$ cat src/rtl/pc_sequencer.sv
// Program-counter / fetch-request sequencer: holds the PC, issues word fetches over req/ack, and redirects on J or register jumps.
// Optional PC_ALIGN_CHECK_EN: forces register targets to word alignment and raises a sticky align_err on misaligned targets.
module pc_sequencer #(
  parameter logic [31:0] RESET_PC = 32'h0000_0000
) (
  input  logic        clk,
  input  logic        rst_n,
  input  logic        stall,
  input  logic        jmp_valid,
  input  logic [31:0] jmp_pc,
  input  logic [31:0] jmp_offset,
  input  logic        reg_valid,
  input  logic [31:0] reg_target,
  output logic        fetch_req,
  output logic [31:0] fetch_addr,
  input  logic        fetch_ack,
  output logic [31:0] pc_out,
  output logic        pc_valid,
  output logic        flush,
  output logic        align_err
);

  typedef enum logic [1:0] {IDLE, FETCH, DRAIN} state_e;

  state_e      state_q, state_d;
  logic [31:0] pc_q, pc_d;
  logic [31:0] fetch_addr_q, fetch_addr_d;
  logic [31:0] pc_out_q, pc_out_d;
  logic        pc_valid_q, pc_valid_d;

  logic        redirect;
  logic [31:0] jmp_target;
  logic [31:0] reg_dest;
  logic [31:0] target;

  assign jmp_target = jmp_pc + (jmp_offset << 2);

`ifdef PC_ALIGN_CHECK_EN
  logic align_err_q;

  assign reg_dest  = {reg_target[31:2], 2'b00};
  assign align_err = align_err_q;

  always_ff @(posedge clk or negedge rst_n) begin
    if (!rst_n) begin
      align_err_q <= 1'b0;
    end else if (reg_valid && !jmp_valid && (reg_target[1:0] != 2'b00)) begin
      align_err_q <= 1'b1;
    end
  end
`else
  assign reg_dest  = reg_target;
  assign align_err = 1'b0;
`endif

  assign redirect = jmp_valid | reg_valid;
  assign target   = jmp_valid ? jmp_target : reg_dest;
  assign flush    = redirect;

  always_comb begin
    state_d      = state_q;
    pc_d         = pc_q;
    fetch_addr_d = fetch_addr_q;
    pc_out_d     = pc_out_q;
    pc_valid_d   = 1'b0;
    fetch_req    = 1'b0;

    if (redirect) begin
      pc_d = target;
    end

    case (state_q)
      IDLE: begin
        if (!stall) begin
          state_d      = FETCH;
          fetch_addr_d = pc_d;
        end
      end
      FETCH: begin
        fetch_req = 1'b1;
        if (fetch_ack) begin
          if (!redirect) begin
            pc_out_d   = fetch_addr_q;
            pc_valid_d = 1'b1;
            pc_d       = fetch_addr_q + 32'd4;
          end
          // pc_d already holds either the sequential successor or the redirect target
          if (stall) begin
            state_d = IDLE;
          end else begin
            fetch_addr_d = pc_d;
          end
        end else if (redirect) begin
          state_d = DRAIN;
        end
      end
      DRAIN: begin
        fetch_req = 1'b1;
        if (fetch_ack) begin
          if (stall) begin
            state_d = IDLE;
          end else begin
            state_d      = FETCH;
            fetch_addr_d = pc_d;
          end
        end
      end
      default: state_d = IDLE;
    endcase
  end

  always_ff @(posedge clk or negedge rst_n) begin
    if (!rst_n) begin
      state_q      <= IDLE;
      pc_q         <= RESET_PC;
      fetch_addr_q <= RESET_PC;
      pc_out_q     <= '0;
      pc_valid_q   <= 1'b0;
    end else begin
      state_q      <= state_d;
      pc_q         <= pc_d;
      fetch_addr_q <= fetch_addr_d;
      pc_out_q     <= pc_out_d;
      pc_valid_q   <= pc_valid_d;
    end
  end

  assign fetch_addr = fetch_addr_q;
  assign pc_out     = pc_out_q;
  assign pc_valid   = pc_valid_q;

endmodule
$ cat config.mk
export PLATFORM = sky130hd
export DESIGN_NAME = pc_sequencer
export DESIGN_NICKNAME = d
export VERILOG_FILES = /design/src/rtl/pc_sequencer.sv
export SDC_FILE = /design/constraint.sdc
export NUM_CORES = 1
export LEC_CHECK = 0
export ABC_CLOCK_PERIOD_IN_PS = 2800
export CAP_MARGIN = 25
export CORE_MARGIN = 2
export CORE_UTILIZATION = 50
export DETAILED_ROUTE_END_ITERATION = 16
export PLACE_DENSITY = 0.77
export SKIP_CTS_REPAIR_TIMING = 1
export SLEW_MARGIN = 20
export SYNTH_ARGS = -nofsm -noshare
export SYNTH_HDL_FRONTEND = slang
export SYNTH_SLANG_ARGS = --single-unit
$ cat constraint.sdc
create_clock -name clk -period 2.8 [get_ports clk]
set_input_delay 0.28 -clock clk [delete_from_list [all_inputs] [get_ports clk]]
set_output_delay 0.28 -clock clk [all_outputs]
set_load 0.01 [all_outputs]
==> run_results.csv, run 1 <==
group,metric,value,unit
clock_tree,h-tree-depth,3,
power_and_ir_drop,fin_total_pwr,8.32,mW
synthesis,synth-xor-area-share,6.34,%
placed_design,gp_congestion,0.887,
sta,timing.final.hold_violations,0,
synthesis,netlist.area_leader.share,35.2,%
worst_setup_path,arrival,2.86,ns
clock_tree,clockRootBuffer,"clkbuf_16",
run_status,status,"completed",
floorplanning,core,0.0138,mm^2
sta,fin_ws,0.153,ns
cells_and_area,final_util,68.8,%
placed_design,dp_slack,-0.337,ns
cells_and_area,syn_to_final_growth,35.1,%
synthesis,synth-seq-cells,99,
floorplanning,die_area,0.0150,mm^2
sta,setup_tns,0,ns
synthesis,synth.area.top_cells,"dfrtp_1 (35%), ha_1 (6.0%), mux2_2 (5.4%), nor2_1 (4.5%), a21oi_1 (4.4%)",
synthesis,syn_area_per_cell,8.76,um^2
floorplanning,die_y,123,um
sta,setup_viol,0,
floorplanning,fp.dieW,123,um
worst_setup_path,worstPathMaxFanout,3,
global_routing,antenna_found_initial,0,
sta,max_freq,0.378,GHz
cells_and_area,final_common_cell,"clkdlybuf4s50_1",
cells_and_area,layout_common_cells,"clkdlybuf4s50_1 (164), dfrtp_1 (99), nor2_1 (83)",
cells_and_area,fin_area,0.00951,mm^2
global_routing,grt_use_total,27.1,%
sta,fin_hold_ws,0.458,ns
sta,rsz0062_at_grt,"false",
global_routing,grt_pass1_wl,32.2,mm
synthesis,synth_compound_area_share,24.5,%
floorplanning,placementRows,43,
worst_setup_path,crit_path_end_kind,"flip-flop",
power_and_ir_drop,power.leakage,3.89,nW
detailed_routing,ant_nets,0,
synthesis,synthFlopType,"dfrtp_1",
placed_design,dp_cells,1169,
synthesis,synth_enable_flop_cells,0,
synthesis,ys_types,71,
clock_tree,clk_path_buf_depth,2,
synthesis,synth-async-reset-ratio,100,%
sta,tightest_slew,0.658,ns
hold_path,hold_class,"in -> reg",
clock_tree,cts_tree,"built",
global_routing,grt_overflow_total,0,
sta,relSlewSlack,56.2,%
synthesis,synth.area.mux_share,6.58,%
synthesis,syn_area,0.00704,mm^2
worst_setup_path,r2r-start,"fetch_addr[10]",
power_and_ir_drop,ir_drop,0.408,mV
clock_tree,clk_latency,0.34,ns
clock_tree,cts_buffers,9,
floorplanning,start_util,50.9,%
floorplanning,io_pins,170,
cells_and_area,layout-drive-gt1-share,13.7,%
worst_setup_path,crit_start,"jmp_pc[3]",
cells_and_area,final_cells,1184,
synthesis,yosysWarnings,0,
detailed_routing,finalWirelength,20.1,mm
clock_tree,cts_sinks,99,
placed_design,port_buffers,166,
cells_and_area,antenna_cells,0,
synthesis,synth_top_family_by_area,"compound AO/OA/AOI/OAI gates",
synthesis,synth-adder-area-share,6.33,%
sta,min_period,2.65,ns
synthesis,yosys.area_share.simple,16.4,%
sta,fin_crit_sh,94.5,%
placed_design,dpl_cell_area,0.00919,mm^2
cells_and_area,nNetsFinal,1138,
hold_path,min_from,"jmp_valid",
detailed_routing,drc,0,
placed_design,place_hpwl,15.1,mm
run,cap_viol_max_count,0,
global_routing,grt_pass1_vias,6306,
detailed_routing,drt_iter0_drc,673,
detailed_routing,first_pass_iters,5,
synthesis,ys_seq_area_share,35.2,%
worst_setup_path,criticalPathCategory,"in -> reg",
detailed_routing,viasPerCell,5.91,
clock_tree,path_clk_slew,0.06,ns
synthesis,synth_area_leader_cell,"dfrtp_1",
power_and_ir_drop,power.density,875,mW/mm^2
worst_setup_path,required,3.01,ns
detailed_routing,wl_per_cell,17.0,um
worst_setup_path,cp-start-kind,"primary input",
detailed_routing,routed-via-count,7000,
sta,finClkSkew,0.00437,ns
synthesis,synth_cells,804,
synthesis,synth_nets,941,
global_routing,grt_max_degree,44,
sta,finalMaxSlewViolations,0,
[kinds of logic after synthesis]
family          count (synthesis)
compound gates                264
simple gates                  247
flops                          99
buf+inv                        65
xor+xnor                       51
mux                            42
fa+ha+maj                      35
other cells                     1
[synth_stat cells (all sizes together) (3+ instances only)]
master and count:
a21o 10, o21a 7, nor2b 7, nor3 5, nor2 85, xnor2 25, a221oi 8, ha 34
o21bai 6, nand2 80, and3 5, a21boi 6, nand4 13, inv 15, nand2b 4, buf 9
o211ai 20, a22oi 22, dfrtp 99, o21ai 56, nand3 28, clkbuf 39, o31ai 5, o221ai 3
mux2i 8, o41ai 4, a31oi 22, and4 5, and2 3, a211oi 16, or3 5, xor2 26
a21oi 62, a311oi 5, mux2 34
[per-layer routing]
metal,track usage (%),up-vias,part of all wire [%],wire length (um)
met5,0,-,0,0
met3,3.76,29,7.8,1580
li1,-,3340,-,-
met1,40.8,3284,46,9200
met4,7.40,0,1.9,374
met2,40.6,347,45,8970
[worst max-delay path, cell delays in order]
cell	delay (ns)
clkdlybuf4s50_1	0.46
ha_1	0.31
a21o_1	0.17
and4_1	0.23
o21a_1	0.18
a311oi_2	0.28
o41ai_2	0.11
buf_4	0.15
a21boi_0	0.23
xor2_1	0.32
a31oi_1	0.13
[path summary, 6_finish.rpt]
kind | endpoint | slack (ns) | depth (start not counted)
setup / recovery | fetch_addr[25] | 0.15 | 11
hold / removal | pc_q[0] | 0.46 | 3
setup reg to reg | fetch_addr[22] | 0.28 | 7
hold reg to reg | pc_out[8] | 0.51 | 1
max in group asynchronous | pc_out[7] | 1.54 | 3
min in group asynchronous | pc_q[21] | 0.47 | 2
[report_power, final]
group | total, mW | switching, mW | internal (mW)
combinational | 4.44 | 2.23 | 2.21
sequential | 2.59 | 0.570 | 2.02
clock | 1.28 | 0.512 | 0.773
total | 8.32 | 3.31 | 5.01
[flip-flops by register name (all words and copies together) (netlist names)]
signal / cells
state_q: 2
fetch_addr: 32
pc_out: 32
pc_valid: 1
pc_q: 32
[area by class of cell]
type | count | area, um^2
clock buffers | 11 | 233
clock inverters | 3 | 65.1
fillers | 1139 | 4320
inverters | 16 | 60.1
multi-input cells | 640 | 4260
flip-flops and latches | 99 | 2480
well taps | 180 | 225
repair buffers | 235 | 2190
(Power assumes the default switching activity.)
==> run 2, diff against run 1 <==
- ABC_CLOCK_PERIOD_IN_PS: 2800 -> 2260
- CORE_UTILIZATION: 50 -> 46
- GPL_TIMING_DRIVEN: not set -> 0
- PLACE_DENSITY: 0.77 -> 0.74
- clock period: 2.8 -> 2.26 ns (I/O delays scaled with it)
==> run_results.csv, run 2 (synthesis results as in run 1) <==
group,metric,value,unit
run_status,status,"completed",
global_routing,grt_pass1_vias,6362,
global_routing,antenna_found_initial,0,
worst_setup_path,worstPathMaxFanout,2,
detailed_routing,routed-via-count,7310,
worst_setup_path,cp-start-kind,"primary input",
worst_setup_path,critPathMaxStageDelay,0.41,ns
placed_design,place_hpwl,16.4,mm
sta,max_freq,0.446,GHz
global_routing,grt_use_total,26.5,%
clock_tree,clockRootBuffer,"clkbuf_16",
cells_and_area,nNetsFinal,1148,
cells_and_area,final_util,68.2,%
power_and_ir_drop,fin_total_pwr,10.8,mW
power_and_ir_drop,ir_drop,0.441,mV
global_routing,grt_max_degree,54,
detailed_routing,drt_iter0_drc,628,
global_routing,grt_overflow_total,0,
placed_design,dp_cells,1158,
clock_tree,clk_path_buf_depth,2,
sta,finalMaxSlewViolations,0,
sta,timing.final.hold_violations,0,
cells_and_area,layout-drive-gt1-share,22.5,%
clock_tree,cts_tree,"built",
detailed_routing,finalWirelength,23.7,mm
worst_setup_path,required,2.47,ns
floorplanning,io_pins,170,
detailed_routing,first_pass_iters,6,
placed_design,port_buffers,165,
global_routing,grt_pass1_wl,34.1,mm
placed_design,gp_congestion,0.920,
sta,fin_crit_sh,99.2,%
worst_setup_path,r2r-start,"fetch_addr[18]",
worst_setup_path,arrival,2.45,ns
worst_setup_path,crit_path_end_kind,"flip-flop",
floorplanning,die_y,128,um
clock_tree,path_clk_slew,0.07,ns
cells_and_area,antenna_cells,0,
detailed_routing,wl_per_cell,19.7,um
detailed_routing,ant_nets,0,
floorplanning,start_util,46.7,%
power_and_ir_drop,power.density,1050,mW/mm^2
sta,rsz0062_at_grt,"true",
sta,relSlewSlack,55.9,%
worst_setup_path,cpMaxStageDelayCell,"clkdlybuf4s50_1",
clock_tree,cts_buffers,9,
worst_setup_path,critPathBufInv,2,
detailed_routing,viasPerCell,6.08,
floorplanning,fp.dieW,128,um
floorplanning,die_area,0.0163,mm^2
cells_and_area,syn_to_final_growth,46.2,%
worst_setup_path,path_cells,"clkdlybuf4s50_1, ha_2, a21o_1, a21oi_2, or3b_4, a21oi_2, o21ai_2, a211oi_2, xor2_1, buf_4, a31oi_1",
sta,finClkSkew,0.00781,ns
sta,setup_viol,0,
run,cap_viol_max_count,0,
clock_tree,cts_sinks,99,
worst_setup_path,path_common_cell,"a21oi_2",
worst_setup_path,crit_start,"jmp_pc[20]",
sta,tightest_slew,0.662,ns
sta,fin_ws,0.0174,ns
placed_design,dpl_cell_area,0.00897,mm^2
cells_and_area,final_common_cell,"clkdlybuf4s50_1",
cells_and_area,fin_area,0.0103,mm^2
cells_and_area,layout_common_cells,"clkdlybuf4s50_1 (127), dfrtp_1 (86), nor2_1 (75)",
cells_and_area,final_cells,1203,
detailed_routing,drc,0,
sta,min_period,2.24,ns
clock_tree,h-tree-depth,3,
clock_tree,clk_latency,0.36,ns
worst_setup_path,criticalPathCategory,"in -> reg",
placed_design,dp_slack,-0.856,ns
worst_setup_path,crit_family,"compound AO/OA/AOI/OAI gates",
floorplanning,placementRows,45,
power_and_ir_drop,power.leakage,4.26,nW
floorplanning,core,0.0151,mm^2
hold_path,min_from,"jmp_pc[2]",
hold_path,hold_class,"in -> reg",
-- run 2: changes by cell type in the layout (fill, tap and decap cells not counted), moves of 13 or more --
cell | before | now
ha_4 | 0 | 22
dfrtp_1 | 99 | 86
dlymetal6s2s_1 | 0 | 35
clkdlybuf4s50_1 | 164 | 127
ha_1 | 34 | 8
dfrtp_2 | 0 | 13
buf_4 | 68 | 34
clkbuf_1 | 2 | 15
-- run 2: final cells by class --
type | count | area (um^2)
inverters | 16 | 60.1
well taps | 188 | 235
clock inverters | 4 | 28.8
flip-flops and latches | 99 | 2490
plain buffers | 45 | 289
repair buffers | 200 | 2030
fillers | 1184 | 4790
clock buffers | 11 | 233
multi-input cells | 640 | 4920
-- run 2: metal layers --
layer / wire length (um) / global-route usage (%) / up-vias
met1: 10000 / 38.5 / 3491
met5: 0 / 0 / -
met4: 507 / 9.31 / 0
met2: 11000 / 40.2 / 397
met3: 2170 / 4.26 / 42
li1: - / - / 3380
-- run 2: per-stage QoR --
stage          TNS, ns  hold WS [ns]
3_3_place_gp   -315.44         0.489
5_1_grt         -0.373         0.378
2_1_floorplan        0       -0.0696
4_1_cts         -26.95        -0.182
6_report             0         0.368
3_5_place_dp    -41.56         0.188
-- run 2: power breakdown --
| part | leakage (nW) | internal, mW | switching (mW) |
|---|---|---|---|
| combinational | 2.97 | 2.95 | 3.11 |
| clock | 0.122 | 0.742 | 0.680 |
| sequential | 1.17 | 2.53 | 0.772 |
-- run 2: path summary, 6_finish.rpt --
path / endpoint / slack [ns] / cells past startpoint
max: fetch_addr[30] / 0.02 / 11
min: pc_q[2] / 0.37 / 4
max reg2reg: pc_q[25] / 0.02 / 9
min reg2reg: pc_out[1] / 0.50 / 1
max in group asynchronous: fetch_addr[14] / 1.25 / 3
min in group asynchronous: fetch_addr[28] / 0.38 / 2
-- run 2: worst min-delay path, stage by stage --
cell and delay, ns:
buf_6 0.07, ha_4 0.11, a22oi_1 0.15, o21ai_0 0.12
==> run 3, diff against run 2 <==
- CAP_MARGIN: 25 -> not set
- CTS_CLUSTER_SIZE: not set -> 8
==> results of run 3 <==
No change in the layout: final DEF, timing and power equal those of run 2.
